File: src/rtl/step_executor.sv
// Stepper command executor: buffers unit-step direction commands and turns each
// one into DIR setup, a STEP pulse and a gap, while tracking the 8-bit pen position.
module step_executor #(
    parameter int DEPTH         = 4,
    parameter int SETUP_CYCLES  = 10,
    parameter int PULSE_CYCLES  = 50,
    parameter int PERIOD_CYCLES = 200
) (
    input  logic       clk,
    input  logic       rst,
    input  logic       cmd_valid,
    input  logic [1:0] cmd_dirx,
    input  logic [1:0] cmd_diry,
    output logic       cmd_ready,
    input  logic       pos_load,
    input  logic [7:0] load_x,
    input  logic [7:0] load_y,
    output logic       step_x,
    output logic       dir_x,
    output logic       step_y,
    output logic       dir_y,
    output logic [7:0] pos_x,
    output logic [7:0] pos_y,
    output logic       busy
);

    localparam int AW      = $clog2(DEPTH);
    localparam int CNT_MAX = (SETUP_CYCLES > PERIOD_CYCLES) ? SETUP_CYCLES : PERIOD_CYCLES;
    localparam int CW      = $clog2(CNT_MAX + 1);

    localparam logic [1:0] S_IDLE  = 2'd0;
    localparam logic [1:0] S_SETUP = 2'd1;
    localparam logic [1:0] S_PULSE = 2'd2;
    localparam logic [1:0] S_GAP   = 2'd3;

    localparam logic [CW-1:0] SETUP_LAST = CW'(SETUP_CYCLES - 1);
    localparam logic [CW-1:0] PULSE_LAST = CW'(PULSE_CYCLES - 1);
    localparam logic [CW-1:0] GAP_LAST   = CW'(PERIOD_CYCLES - PULSE_CYCLES - 1);

    // FIFO entry layout: {sx, mx, sy, my}
    logic [3:0]    r_mem [DEPTH];
    logic [AW-1:0] r_wptr;
    logic [AW-1:0] r_rptr;
    logic [AW:0]   r_count;

    logic [1:0]    r_state;
    logic [CW-1:0] r_cnt;
    logic [3:0]    r_entry;
    logic          r_step_x;
    logic          r_step_y;
    logic          r_dir_x;
    logic          r_dir_y;

    logic          w_full;
    logic          w_empty;
    logic          w_push;
    logic          w_pop;
    logic [3:0]    w_new_entry;
    logic [3:0]    w_head;
    logic [CW-1:0] w_cnt_last;
    logic          w_cnt_done;
    logic          w_step_edge;
    logic          w_load;
    logic [1:0][7:0] w_load_val;

    assign w_full    = (r_count == (AW+1)'(DEPTH));
    assign w_empty   = (r_count == '0);
    assign cmd_ready = !w_full && !rst;

    // All-zero commands complete the handshake but never occupy a FIFO slot.
    assign w_push      = cmd_valid && cmd_ready && ((cmd_dirx != 2'b00) || (cmd_diry != 2'b00));
    assign w_new_entry = {cmd_dirx[1], |cmd_dirx, cmd_diry[1], |cmd_diry};
    assign w_head      = r_mem[r_rptr];

    always_comb begin
        w_cnt_last = '0;
        case (r_state)
            S_SETUP: w_cnt_last = SETUP_LAST;
            S_PULSE: w_cnt_last = PULSE_LAST;
            S_GAP:   w_cnt_last = GAP_LAST;
            default: w_cnt_last = '0;
        endcase
    end

    assign w_cnt_done  = (r_cnt == w_cnt_last);
    assign w_pop       = !w_empty && ((r_state == S_IDLE) || ((r_state == S_GAP) && w_cnt_done));
    assign w_step_edge = (r_state == S_SETUP) && w_cnt_done;
    assign w_load      = pos_load && (r_state == S_IDLE) && w_empty;

    always_ff @(posedge clk) begin
        if (w_push) begin
            r_mem[r_wptr] <= w_new_entry;
        end
    end

    always_ff @(posedge clk) begin
        if (rst) begin
            r_wptr  <= '0;
            r_rptr  <= '0;
            r_count <= '0;
        end else begin
            if (w_push) begin
                r_wptr <= r_wptr + AW'(1);
            end
            if (w_pop) begin
                r_rptr <= r_rptr + AW'(1);
            end
            case ({w_push, w_pop})
                2'b10:   r_count <= r_count + (AW+1)'(1);
                2'b01:   r_count <= r_count - (AW+1)'(1);
                default: r_count <= r_count;
            endcase
        end
    end

    // One shared counter times every phase; it restarts whenever a phase ends.
    always_ff @(posedge clk) begin
        if (rst) begin
            r_state  <= S_IDLE;
            r_cnt    <= '0;
            r_entry  <= '0;
            r_step_x <= 1'b0;
            r_step_y <= 1'b0;
            r_dir_x  <= 1'b0;
            r_dir_y  <= 1'b0;
        end else begin
            r_cnt <= w_cnt_done ? '0 : r_cnt + CW'(1);
            if (w_pop) begin
                r_entry <= w_head;
                r_dir_x <= w_head[3];
                r_dir_y <= w_head[1];
            end
            case (r_state)
                S_IDLE: begin
                    if (w_pop) begin
                        r_state <= S_SETUP;
                    end
                end
                S_SETUP: begin
                    if (w_cnt_done) begin
                        r_state  <= S_PULSE;
                        r_step_x <= r_entry[2];
                        r_step_y <= r_entry[0];
                    end
                end
                S_PULSE: begin
                    if (w_cnt_done) begin
                        r_state  <= S_GAP;
                        r_step_x <= 1'b0;
                        r_step_y <= 1'b0;
                    end
                end
                S_GAP: begin
                    if (w_cnt_done) begin
                        r_state <= w_empty ? S_IDLE : S_SETUP;
                    end
                end
                default: r_state <= S_IDLE;
            endcase
        end
    end

    assign w_load_val = {load_x, load_y};

    // Axis 0 is Y (entry bits 1:0), axis 1 is X (entry bits 3:2).
    genvar gi;
    generate
        for (gi = 0; gi < 2; gi++) begin : g_axis
            logic [7:0] r_pos;
            logic       w_move;
            logic       w_neg;

            assign w_move = r_entry[2*gi];
            assign w_neg  = r_entry[2*gi+1];

            always_ff @(posedge clk) begin
                if (rst) begin
                    r_pos <= 8'd0;
                end else if (w_load) begin
                    r_pos <= w_load_val[gi];
                end else if (w_step_edge && w_move) begin
                    r_pos <= w_neg ? (r_pos - 8'd1) : (r_pos + 8'd1);
                end
            end
        end
    endgenerate

    assign pos_x  = g_axis[1].r_pos;
    assign pos_y  = g_axis[0].r_pos;
    assign step_x = r_step_x;
    assign step_y = r_step_y;
    assign dir_x  = r_dir_x;
    assign dir_y  = r_dir_y;
    assign busy   = !w_empty || (r_state != S_IDLE);

endmodule

File: config.mk
export PLATFORM = sky130hd
export DESIGN_NAME = step_executor
export DESIGN_NICKNAME = d
export VERILOG_FILES = /design/src/rtl/step_executor.sv
export SDC_FILE = /design/constraint.sdc
export NUM_CORES = 1
export LEC_CHECK = 0
export BUFFER_PORTS_ARGS = -buffer_cell sky130_fd_sc_hd__buf_2
export CAP_MARGIN = 20
export CORE_MARGIN = 5
export CORE_UTILIZATION = 45
export CTS_BUF_LIST = sky130_fd_sc_hd__clkbuf_2 sky130_fd_sc_hd__clkbuf_4 sky130_fd_sc_hd__clkbuf_8
export CTS_CLUSTER_SIZE = 40
export DETAILED_ROUTE_END_ITERATION = 12
export GPL_TIMING_DRIVEN = 0
export HOLD_SLACK_MARGIN = 0.15
export PLACE_DENSITY_LB_ADDON = 0.05
export SLEW_MARGIN = 0
export SYNTH_ARGS = -nofsm -noshare
export SYNTH_HDL_FRONTEND = slang
export SYNTH_SLANG_ARGS = --single-unit
File: constraint.sdc
create_clock -name clk -period 6.16 [get_ports clk]
set_input_delay 0.616 -clock clk [delete_from_list [all_inputs] [get_ports clk]]
set_output_delay 0.616 -clock clk [all_outputs]
set_load 0.01 [all_outputs]
After elaboration in Yosys (flattened, before gate mapping):

Memories as Yosys holds them, arrays and structs flattened. A register that Yosys moved wholly into a read port is not among the register bits.
Index checks and enable logic that the tools add are counted.

* register bits after elaboration: 41
* memory bits (writable): 16
* bits of input ports: 24
* output and inout port bits: 22
* logic and storage cells: 86
* memories kept: 1

* $add $sub $neg: 9
* equal/unequal tests: 11
* multiplexer cells: 23
* reduce and logical (&&, ||, !) cells: 30

Memories
* r_mem: depth 4, width 4, read ports 1, clocked after memory_dff 1, wr ports 1, RTL line 41 `logic [3:0] r_mem [DEPTH];`

Operators by type and width (number)
* 8-bit two-way mux: 6
* 8-bit by 1-bit adder with 8-bit output, second input constant: 3
* 8-bit one-hot mux with 3 select lines: 1
* 8-bit by 1-bit subtractor with 8-bit output, second input constant: 2
* 2-bit nonzero test: 7
* 2-bit two-way mux: 6
* 1-bit logical AND: 10
* 8-bit equality test: 1
* 2-bit != test, second input constant: 4
* 2-bit one-hot mux with 4 select lines: 1
* 2-bit equality test, second input constant: 3
* 1-bit two-way mux: 6
* 3-bit one-hot mux with 2 select lines: 1
* 2-bit OR reduction: 3
* 2-bit by 1-bit adder with 2-bit output, second input constant: 2
* 2-bit by 1-bit equality test with 1-bit output, second input constant: 2
* 1-bit one-hot mux with 2 select lines: 2
* 4-bit AND reduction: 1
* 3-bit by 1-bit adder with 3-bit output, second input constant: 1
* 3-bit equality test, second input constant: 1
* 1-bit zero test: 3
* 3-bit zero test: 1
* 1-bit logical OR: 3
* 3-bit AND reduction: 1
* other kinds (2): 2

Logic depth before layout (Yosys ltp):

Gate-level depths: netlist of the first run.

* word-level depth: 8
* gate-level depth with buffers: 12
* mapped depth without buffers: 11

Worst setup path after synthesis of the first run:

No wires, ideal clock.

* path type: register -> register
* from: register r_state[1]
* to: register r_count[2]
* arrival time: 2.796 ns
* data required time: 6.090 ns
* slack: 3.295 ns
* stages on the path, launching flop included: 13
* clock period less this slack: 2.865 ns
* cell sequence: dfxtp_1 > inv_1 > ha_1 > xnor2_1 > a2111oi_4 > a31o_2 > buf_2 > ha_1 > inv_1 > fa_1 > xor2_1 > or3_1 > a21oi_1

* longest elaborated chain between the ends: 8
* elaborated cells between the ends (all ways): 13
* classes of those cells: eq/ne (6); mux (2); reduce/logical (5)

RTL lines
* from (decl): RTL line 46 `logic [1:0] r_state;`
* from (signal assigned): RTL line 155 `r_state <= w_empty ? S_IDLE : S_SETUP;`
* 2-bit equality test (tied with other cells): RTL line 77, 86
* 8-bit one-hot mux with 3 select lines: RTL line 77 `case (r_state)`
* 8-bit equality test: RTL line 85 `assign w_cnt_done = (r_cnt == w_cnt_last);`
* 1-bit logical AND: RTL line 86 `assign w_pop = !w_empty && ((r_state == S_IDLE) || ((r_state == S_GAP) && w_cnt_done));`
* 1-bit logical OR *: RTL line 86
* 1-bit logical AND *: RTL line 86
* via w_pop: RTL line 57 `logic w_pop;`
* 2-bit by 1-bit equality test with 1-bit output / 2-bit equality test (equally long branches): RTL line 108 `case ({w_push, w_pop})`
* 3-bit one-hot mux with 2 select lines / 2-bit nonzero test (equally long branches)
* to (signal assigned): RTL line 109 `2'b10: r_count <= r_count + (AW+1)'(1);`
* to (signal assigned): RTL line 110 `2'b01: r_count <= r_count - (AW+1)'(1);`
* to (signal assigned): RTL line 111 `default: r_count <= r_count;`
* to (decl): RTL line 44 `logic [AW:0] r_count;`

Mark *: on every way through the listed nets, which the timed path passes. The rest lies on a longest branch.
A chain may end at the register's enable or synchronous reset.

Worst setup path after layout of the first run:

Same ends and word-level chain as after synthesis.

==> results of run 1 <==
==> cells in the mapped netlist (all sizes together), types with 2 or more instances <==
master / instances
a211oi: 13
a21o: 3
a21oi: 16
a32oi: 4
a41oi: 2
and2: 4
and3: 7
buf: 5
clkbuf: 5
dfxtp: 41
edfxtp: 16
fa: 3
ha: 24
inv: 17
mux2i: 7
mux4: 4
nand2: 12
nand2b: 6
nand3: 8
nand4b: 2
nor2: 48
nor2b: 5
nor3: 8
o211a: 3
o211ai: 2
o21ai: 14
o31ai: 4
or2: 3
or3: 3
xnor2: 11
xor2: 13
==> registers in the layout (all words and copies together), names as in the netlist, named ones only <==
register	flops
pos_x	8
pos_y	8
r_cnt	8
r_count	3
r_entry	4
r_mem	16
r_rptr	2
r_state	2
r_wptr	2
step_x	1
step_y	1
==> stage by stage <==
step           utilization  hold WS, ns
4_1_cts              0.544        0.460
3_3_place_gp         0.515        0.487
6_report             0.544        0.476
5_1_grt              0.544        0.473
2_1_floorplan            -        0.459
3_5_place_dp         0.515        0.492
==> tightest hold or removal path, delay by kind of cell <==
kind / cells / cell delay [ns]
buffers and inverters: 1 / 0.08
AOI/OAI and AO/OA: 2 / 0.09
==> area by class of cell <==
cell class,count,area share
well taps,96,0.0325
clock inverters,7,0.0213
inverters,17,0.0173
plain buffers,10,0.0118
repair buffers,45,0.0609
clock buffers,9,0.0335
flip-flops and latches,57,0.352
multi-input cells,239,0.471
==> layer usage <==
metal / vias up / track usage
met2: 39 / 0.261
met1: 1115 / 0.215
met4: 0 / 0.0686
met5: - / 0
li1: 1266 / -
met3: 10 / 0.0409
==> path summary, 6_finish.rpt <==
path                                 start         end  cells after the start
worst max register to register  r_state[1]  r_count[2]                     12
worst min-delay path             load_y[7]    pos_y[7]                      3
worst max-delay path            r_state[1]  r_count[2]                     12
worst min register to register    r_cnt[0]    r_cnt[0]                      1
==> report_power, final <==
group	internal, W	switching [W]	leakage, nW
logic	0.000357	0.000451	0.994
registers	0.000469	0.0000911	0.479
clock network	0.000190	0.000170	0.0925
total	0.00102	0.000713	1.57
==> cell families after synthesis <==
logic type               after synthesis
adder cells (fa/ha/maj)               27
flip-flops                            57
buffers and inverters                 27
multiplexers                          12
AND/OR/NAND/NOR                      107
AO/OA/AOI/OAI                         69
XOR/XNOR                              24
==> impl_metrics.py, run 1 <==
metrics = {
    "run_status": {
        "status": "completed",
    },
    "job": {
        "max_cap_viol_count": 0,
    },
    "power": {
        "ir_drop_mv": 0.191,
        "p_total_w": 0.00173,
        "p_per_area_nw_per_um2": 468,
        "leakage_nw": 1.57,
    },
    "drt": {
        "wl_met2_um": 3080,
        "viasPerCell": 5.06,
        "finalWirelength_um": 6750,
        "wire_per_inst_um": 14.1,
        "drt-initial-drc-count": 68,
        "drc": 0,
        "drt.antenna.violating_nets": 0,
        "top_layer": "met4",
        "drt-met1-wl_um": 3270,
        "firstDrtPassIters": 4,
        "num_vias": 2430,
        "wl_met3_um": 294,
    },
    "global_routing": {
        "antenna_found_initial": 0,
        "grt.overflow.total": 0,
        "grt_max_degree": 13,
        "first_global_vias": 2411,
        "grt_pass1_wl_um": 11300,
        "grt_usage": 0.165,
    },
    "clock_tree": {
        "clock_latency_ns": 0.34,
        "clock_sinks": 57,
        "cts_setup_buffers": 0,
        "cts_resized": 0,
        "cts_tree": "built",
        "clk_pin_slew_ns": 0.08,
        "numCtsBuffers": 9,
        "htreeDepth": 3,
        "clockBufferDepth": 2,
        "cts-root-buf": "clkbuf_8",
        "cts_hold_buf": 0,
    },
    "logic_synthesis": {
        "synth.top_cell.area_share": 0.261,
        "synthTopCellsByArea": "dfxtp_1, edfxtp_1, ha_1",
        "syn_avg_cell_area_um2": 9.75,
        "syn-num-nets": 374,
        "synth_compound_area_frac": 0.153,
        "synth.distinct_cells": 45,
        "syn_area_um2": 3150,
        "ys_warn_count": 0,
        "synth_fa_ha_area_frac": 0.114,
        "yosysSeqAreaShare": 0.413,
        "synth-async-reset-ratio": 0,
        "ys.flop_type": "dfxtp_1",
        "synth_edf_count": 16,
        "synth_top_family_by_area": "simple AND/OR/NAND/NOR gates",
        "synthMuxAreaShare": 0.0544,
        "synth_top_cell_by_area": "dfxtp_1",
        "yosys.area_share.simple": 0.164,
        "synth-xor-area-share": 0.0667,
        "synth_cells": 323,
        "ys_seq_elements": 57,
    },
    "timing": {
        "max-slew-margin-rel": 0.541,
        "drv_slew": 0,
        "max_freq_mhz": 317,
        "setup_viol": 0,
        "clock_skew_ns": 0.0114,
        "hold_viol_final": 0,
        "final.setup.tns_ns": 0,
        "rsz0062_at_grt": "false",
        "tightest_slew_ns": 0.683,
        "period_share": 0.513,
        "min_period_ns": 3.16,
        "finalWorstSetupSlack_ns": 3.00,
    },
    "floorplanning": {
        "die-area_um2": 8770,
        "die_w_um": 93.7,
        "die_h_um": 93.7,
        "rows": 30,
        "coreArea_um2": 6790,
        "io_pins": 46,
        "start_util": 0.464,
    },
    "worst_setup_path": {
        "slowest_stage": "dfxtp_1",
        "slowest_delay_ns": 0.45,
        "critical_path.startpoint_type": "flop",
        "cp-end-kind": "flop",
        "crit_fanout": 8,
        "criticalPathCategory": "reg2reg",
        "cp_top_family": "adder cells",
        "arrival_ns": 3.44,
        "path_buf_inv": 3,
        "crit_required_ns": 6.44,
        "path_cells": "inv_1 -> ha_1 -> xnor2_1 -> a2111oi_4 -> a31o_2 -> buf_2 -> ha_1 -> inv_1 -> fa_1 -> xor2_1 -> or3_1 -> a21oi_1",
        "rrSetupSlack_ns": 3.00,
    },
    "place": {
        "place_congestion": 0.773,
        "hpwl_um": 5040,
        "io_buffers": 45,
        "place_ws_ns": 3.00,
        "placedCellCount": 464,
        "dpl-instance-area_um2": 3500,
    },
    "layout": {
        "mostFrequentLayoutCells": "buf_2, nor2_1, dfxtp_1",
        "fillers": 661,
        "antenna_cells": 0,
        "drive_gt1_frac": 0.208,
        "nets": 430,
        "final_common_cell": "buf_2",
        "final_cells": 480,
        "multi_input_area_um2": 1740,
        "stdcell_area_um2": 3700,
        "ff_latch_area_um2": 1300,
        "syn2layout_area_growth_pct": 17.4,
    },
    "worst_hold_path": {
        "hold_class": "in2reg",
    },
}
Power figures use the tool's default switching activity.
==> inputs of run 2 (changes only) <==
==> constraint.sdc (replaced) <==
create_clock -name clk -period 2.8 [get_ports clk]
set_input_delay 0.28 -clock clk [delete_from_list [all_inputs] [get_ports clk]]
set_output_delay 0.28 -clock clk [all_outputs]
set_load 0.01 [all_outputs]
==> run 2 against run 1 <==
Non-clock buffer count increased by 8. Critical path type unchanged. Routed wire length rose by 3.7%. Critical path depth is 2 lower. Highest routed layer unchanged. Worst hold slack worse by 0.31 ns. Clock skew decreased by 0.0049 ns. Total power grew 140%. Via count is 4.1% higher. Die area unchanged. Register-to-register slack got worse by 2.9 ns. Worst setup slack got worse by 2.9 ns. Cell count increased by 1.7%.
==> impl_metrics.py, run 2 (synthesis gave the netlist of run 1 again) <==
metrics = {
    "timing": {
        "final.setup.tns_ns": 0,
        "min_period_ns": 2.66,
        "hold_viol_final": 0,
        "rsz0062_at_grt": "false",
        "max_freq_mhz": 376,
        "whs_ns": 0.166,
        "tightest_slew_ns": 0.785,
        "clock_skew_ns": 0.00655,
        "period_share": 0.950,
        "max-slew-margin-rel": 0.473,
        "drv_slew": 0,
        "setup_viol": 0,
    },
    "worst_setup_path": {
        "criticalPathCategory": "reg2reg",
        "critical_path.startpoint_type": "flop",
        "arrival_ns": 2.93,
        "crit_required_ns": 3.07,
        "cp-end-kind": "flop",
        "crit_fanout": 6,
        "reg2reg_depth": 10,
    },
    "global_routing": {
        "grt_pass1_wl_um": 11400,
        "grt.overflow.total": 0,
        "grt_usage": 0.168,
        "antenna_found_initial": 0,
        "first_global_vias": 2383,
        "grt_max_degree": 13,
    },
    "drt": {
        "num_vias": 2530,
        "firstDrtPassIters": 4,
        "drt.antenna.violating_nets": 0,
        "finalWirelength_um": 7000,
        "viasPerCell": 5.18,
        "drt-initial-drc-count": 46,
        "wire_per_inst_um": 14.3,
        "drc": 0,
    },
    "clock_tree": {
        "clockBufferDepth": 2,
        "clock_sinks": 57,
        "clock_latency_ns": 0.33,
        "clk_pin_slew_ns": 0.07,
        "numCtsBuffers": 9,
        "cts-root-buf": "clkbuf_8",
        "cts_tree": "built",
        "htreeDepth": 3,
    },
    "power": {
        "leakage_nw": 1.62,
        "ir_drop_mv": 0.600,
        "p_per_area_nw_per_um2": 1070,
    },
    "floorplanning": {
        "die_h_um": 93.7,
        "coreArea_um2": 6790,
        "io_pins": 46,
        "rows": 30,
        "die_w_um": 93.7,
        "start_util": 0.464,
        "die-area_um2": 8770,
    },
    "layout": {
        "mostFrequentLayoutCells": "buf_2, nor2_1, dfxtp_1",
        "antenna_cells": 0,
        "syn2layout_area_growth_pct": 21.2,
        "nets": 438,
        "drive_gt1_frac": 0.235,
        "largest_reg_flops": 16,
        "stdcell_area_um2": 3820,
        "final_common_cell": "buf_2",
        "top_register": "r_mem",
    },
    "worst_hold_path": {
        "hold_class": "in2reg",
        "hold_depth": 3,
    },
    "place": {
        "io_buffers": 45,
        "hpwl_um": 5140,
        "dpl-instance-area_um2": 3500,
        "place_congestion": 0.752,
    },
    "job": {
        "max_cap_viol_count": 0,
    },
    "run_status": {
        "status": "completed",
    },
}
run 2: final timing paths:
kind                    from          to  slack [ns]
hold / removal     load_y[7]    pos_y[7]        0.17
setup / recovery  r_state[0]  r_count[2]        0.14
hold reg to reg       step_x      step_x        0.51
setup reg to reg  r_state[0]  r_count[2]        0.14
run 2: cell type report:
class / count / area, µm²
sequential: 57 / 1310
multi-input combinational: 239 / 1760
inverter: 17 / 63.8
buffer: 10 / 50.0
clock inverter: 7 / 101
timing repair buffer: 53 / 288
clock buffer: 9 / 124
tap: 96 / 120
fill: 639 / 2980
run 2: worst max-delay path: stages, from the launching register on:
cell and delay [ns]:
dfxtp_4 0.36, ha_1 0.30, a2111oi_4 0.44, a31o_2 0.22, buf_6 0.12, ha_4 0.13, inv_1 0.05, fa_1 0.38
xor2_1 0.16, or3_1 0.30, a21oi_1 0.14
run 2: per-stage QoR:
stage | cells | setup WS [ns] | util | total power, W
3_3_place_gp | 464 | -0.0704 | 0.515 | 0.00301
3_5_place_dp | 464 | -0.153 | 0.515 | 0.00305
6_report | 488 | 0.141 | 0.562 | 0.00410
2_1_floorplan | 323 | 0.125 | - | 0.00258
5_1_grt | 488 | 0.00655 | 0.562 | 0.00444
4_1_cts | 483 | 0.0384 | 0.556 | 0.00403
run 2: what timing repair did:
action	CTS	global route
setup endpoints to repair	1	1
hold endpoints to repair	1	0
buffers inserted	2	5
pin swaps	2	2
gates resized for setup	7	1
hold buffers	1	0
run 2: routing by layer:
layer | vias up | routed length [µm] | GRT usage
met5 | - | 0 | 0
met4 | 0 | 102 | 0.0806
met3 | 9 | 332 | 0.0361
met2 | 54 | 3200 | 0.257
met1 | 1179 | 3370 | 0.226
li1 | 1288 | - | -
run 2: power breakdown:
| part | internal, W | leakage [nW] | total, W | switching, W |
|---|---|---|---|---|
| Clock | 0.000508 | 0.106 | 0.000878 | 0.000369 |
| Sequential | 0.00104 | 0.480 | 0.00123 | 0.000191 |
| Combinational | 0.000933 | 1.04 | 0.00199 | 0.00106 |
==> inputs of run 3 (changes only) <==
--- a/config.mk
+++ b/config.mk
@@ -15,6 +15,7 @@
 export GPL_TIMING_DRIVEN = 0
 export HOLD_SLACK_MARGIN = 0.15
 export PLACE_DENSITY_LB_ADDON = 0.05
+export REMOVE_ABC_BUFFERS = 1
 export SLEW_MARGIN = 0
 export SYNTH_ARGS = -nofsm -noshare
 export SYNTH_HDL_FRONTEND = slang
==> run 3 against run 2 <==
Total power down 4.3%. Worst setup slack worse by 0.0059 ns. First-iteration DRC count up 30%. Largest cell class unchanged. Combinational power down 8%.
==> impl_metrics.py, run 3 (synthesis gave the netlist of run 1 again) <==
metrics = {
    "timing": {
        "setup_viol": 0,
        "drv_slew": 0,
        "max_freq_mhz": 375,
        "period_share": 0.952,
        "hold_viol_final": 0,
        "clock_skew_ns": 0.00770,
        "tightest_slew_ns": 0.905,
        "final.setup.tns_ns": 0,
        "rsz0062_at_grt": "false",
        "max-slew-margin-rel": 0.395,
        "min_period_ns": 2.66,
    },
    "global_routing": {
        "grt_max_degree": 30,
        "grt_pass1_wl_um": 11000,
        "antenna_found_initial": 0,
        "grt.overflow.total": 0,
        "grt_usage": 0.161,
        "first_global_vias": 2339,
    },
    "worst_setup_path": {
        "path_buf_inv": 2,
        "slowest_delay_ns": 0.37,
        "arrival_ns": 2.93,
        "cp-end-kind": "flop",
        "criticalPathCategory": "reg2reg",
        "crit_required_ns": 3.07,
        "cp_top_family": "adder cells",
        "path_cells": "inv_1 -> ha_2 -> xnor2_1 -> a2111oi_4 -> a31o_4 -> ha_2 -> inv_1 -> fa_1 -> xor2_1 -> or3_1 -> a21oi_2",
        "critical_path.startpoint_type": "flop",
        "crit_fanout": 6,
        "slowest_stage": "dfxtp_4",
    },
    "layout": {
        "drive_gt1_frac": 0.222,
        "stdcell_area_um2": 3740,
        "antenna_cells": 0,
        "ff_latch_area_um2": 1310,
        "top_register": "r_mem",
        "final_cells": 474,
        "syn2layout_area_growth_pct": 18.6,
        "fin_util": 0.550,
        "nets": 424,
        "largest_reg_flops": 16,
        "fillers": 626,
        "multi_input_area_um2": 1760,
        "final_common_cell": "nor2_1",
        "mostFrequentLayoutCells": "nor2_1, buf_2, dfxtp_1",
    },
    "floorplanning": {
        "die_h_um": 93.7,
        "start_util": 0.464,
        "coreArea_um2": 6790,
        "die-area_um2": 8770,
        "io_pins": 46,
        "die_w_um": 93.7,
        "rows": 30,
    },
    "power": {
        "leakage_nw": 1.58,
        "p_sw_frac": 0.392,
        "seq_power_share": 0.316,
        "power.internal_w": 0.00239,
        "power.switching_w": 0.00154,
        "ir_drop_mv": 0.443,
        "p_per_area_nw_per_um2": 1050,
        "pwr-share-comb": 0.466,
        "pwr-share-clk": 0.217,
    },
    "clock_tree": {
        "clockBufferDepth": 2,
        "clk_pin_slew_ns": 0.07,
        "cts-root-buf": "clkbuf_8",
        "clock_latency_ns": 0.33,
        "clock_sinks": 57,
        "cts_tree": "built",
        "htreeDepth": 3,
        "numCtsBuffers": 9,
    },
    "place": {
        "dpl-instance-area_um2": 3450,
        "placedCellCount": 454,
        "hpwl_um": 4670,
        "place_congestion": 0.824,
        "io_buffers": 45,
    },
    "drt": {
        "drt-initial-drc-count": 60,
        "num_vias": 2410,
        "wire_per_inst_um": 13.8,
        "viasPerCell": 5.08,
        "firstDrtPassIters": 4,
        "drt.antenna.violating_nets": 0,
        "drc": 0,
        "finalWirelength_um": 6560,
    },
    "job": {
        "max_cap_viol_count": 0,
    },
    "worst_hold_path": {
        "hold_class": "in2reg",
    },
    "run_status": {
        "status": "completed",
    },
}
## run 3: changes by cell type in the layout (fill, tap and decap cells not counted), moves of 2 or more
cell	previous run	this run
buf_4	7	2
buf_2	49	45
clkbuf_4	0	2
clkbuf_1	5	0
inv_6	2	0
## run 3: final cells by class
type / instances / area share
Clock buffer: 11 / 0.0372
Inverter: 17 / 0.0171
Tap cell: 96 / 0.0322
Timing Repair Buffer: 49 / 0.0697
Clock inverter: 5 / 0.0214
Multi-Input combinational cell: 239 / 0.472
Sequential cell: 57 / 0.350
## run 3: metal layers
metal	up-vias	GRT usage	wire length, µm
met5	-	0	0
met4	0	0.0469	70
met3	7	0.0537	281
met2	40	0.265	3050
met1	1109	0.201	3150
li1	1254	-	-
## run 3: path summary, 6_finish.rpt
| check | slack (ns) | to | startpoint | cells past startpoint |
|---|---|---|---|---|
| max | 0.14 | r_count[2] | r_state[0] | 11 |
| min reg2reg | 0.51 | step_x | step_x | 2 |
| min | 0.18 | r_mem[1][3] | cmd_dirx[1] | 1 |
| max reg2reg | 0.14 | r_count[2] | r_state[0] | 11 |
## run 3: power by group through the flow
stage	Clock [W]	Combinational, W	Sequential (W)
2_1_floorplan	0	0.00129	0.00125
3_3_place_gp	0	0.00173	0.00125
3_5_place_dp	0	0.00175	0.00125
4_1_cts	0.000873	0.00182	0.00124
5_1_grt	0.000926	0.00206	0.00128
6_report	0.000854	0.00183	0.00124
## run 3: worst register-to-register path, cell delays in order (launching register included)
cell and delay [ns]:
dfxtp_4 0.37, inv_1 0.08, ha_2 0.21, xnor2_1 0.15
a2111oi_4 0.36, a31o_4 0.22, ha_2 0.18, inv_1 0.05
fa_1 0.36, xor2_1 0.16, or3_1 0.33, a21oi_2 0.13
## run 3: what timing repair did
action,CTS,global route
endpoints found under the setup margin,2,9
pin swaps,2,3
buffers inserted,2,0
hold buffers,2,0
hold endpoints to repair,2,0
resized for setup,2,8
## run 3: through the flow
step	hold WS [ns]	power, W	worst slack (ns)
6_report	0.178	0.00393	0.135
5_1_grt	0.161	0.00426	0.00504
4_1_cts	0.169	0.00394	0.0586
3_5_place_dp	0.482	0.00301	-0.286
3_3_place_gp	0.487	0.00298	-0.276
2_1_floorplan	0.349	0.00255	-0.0117
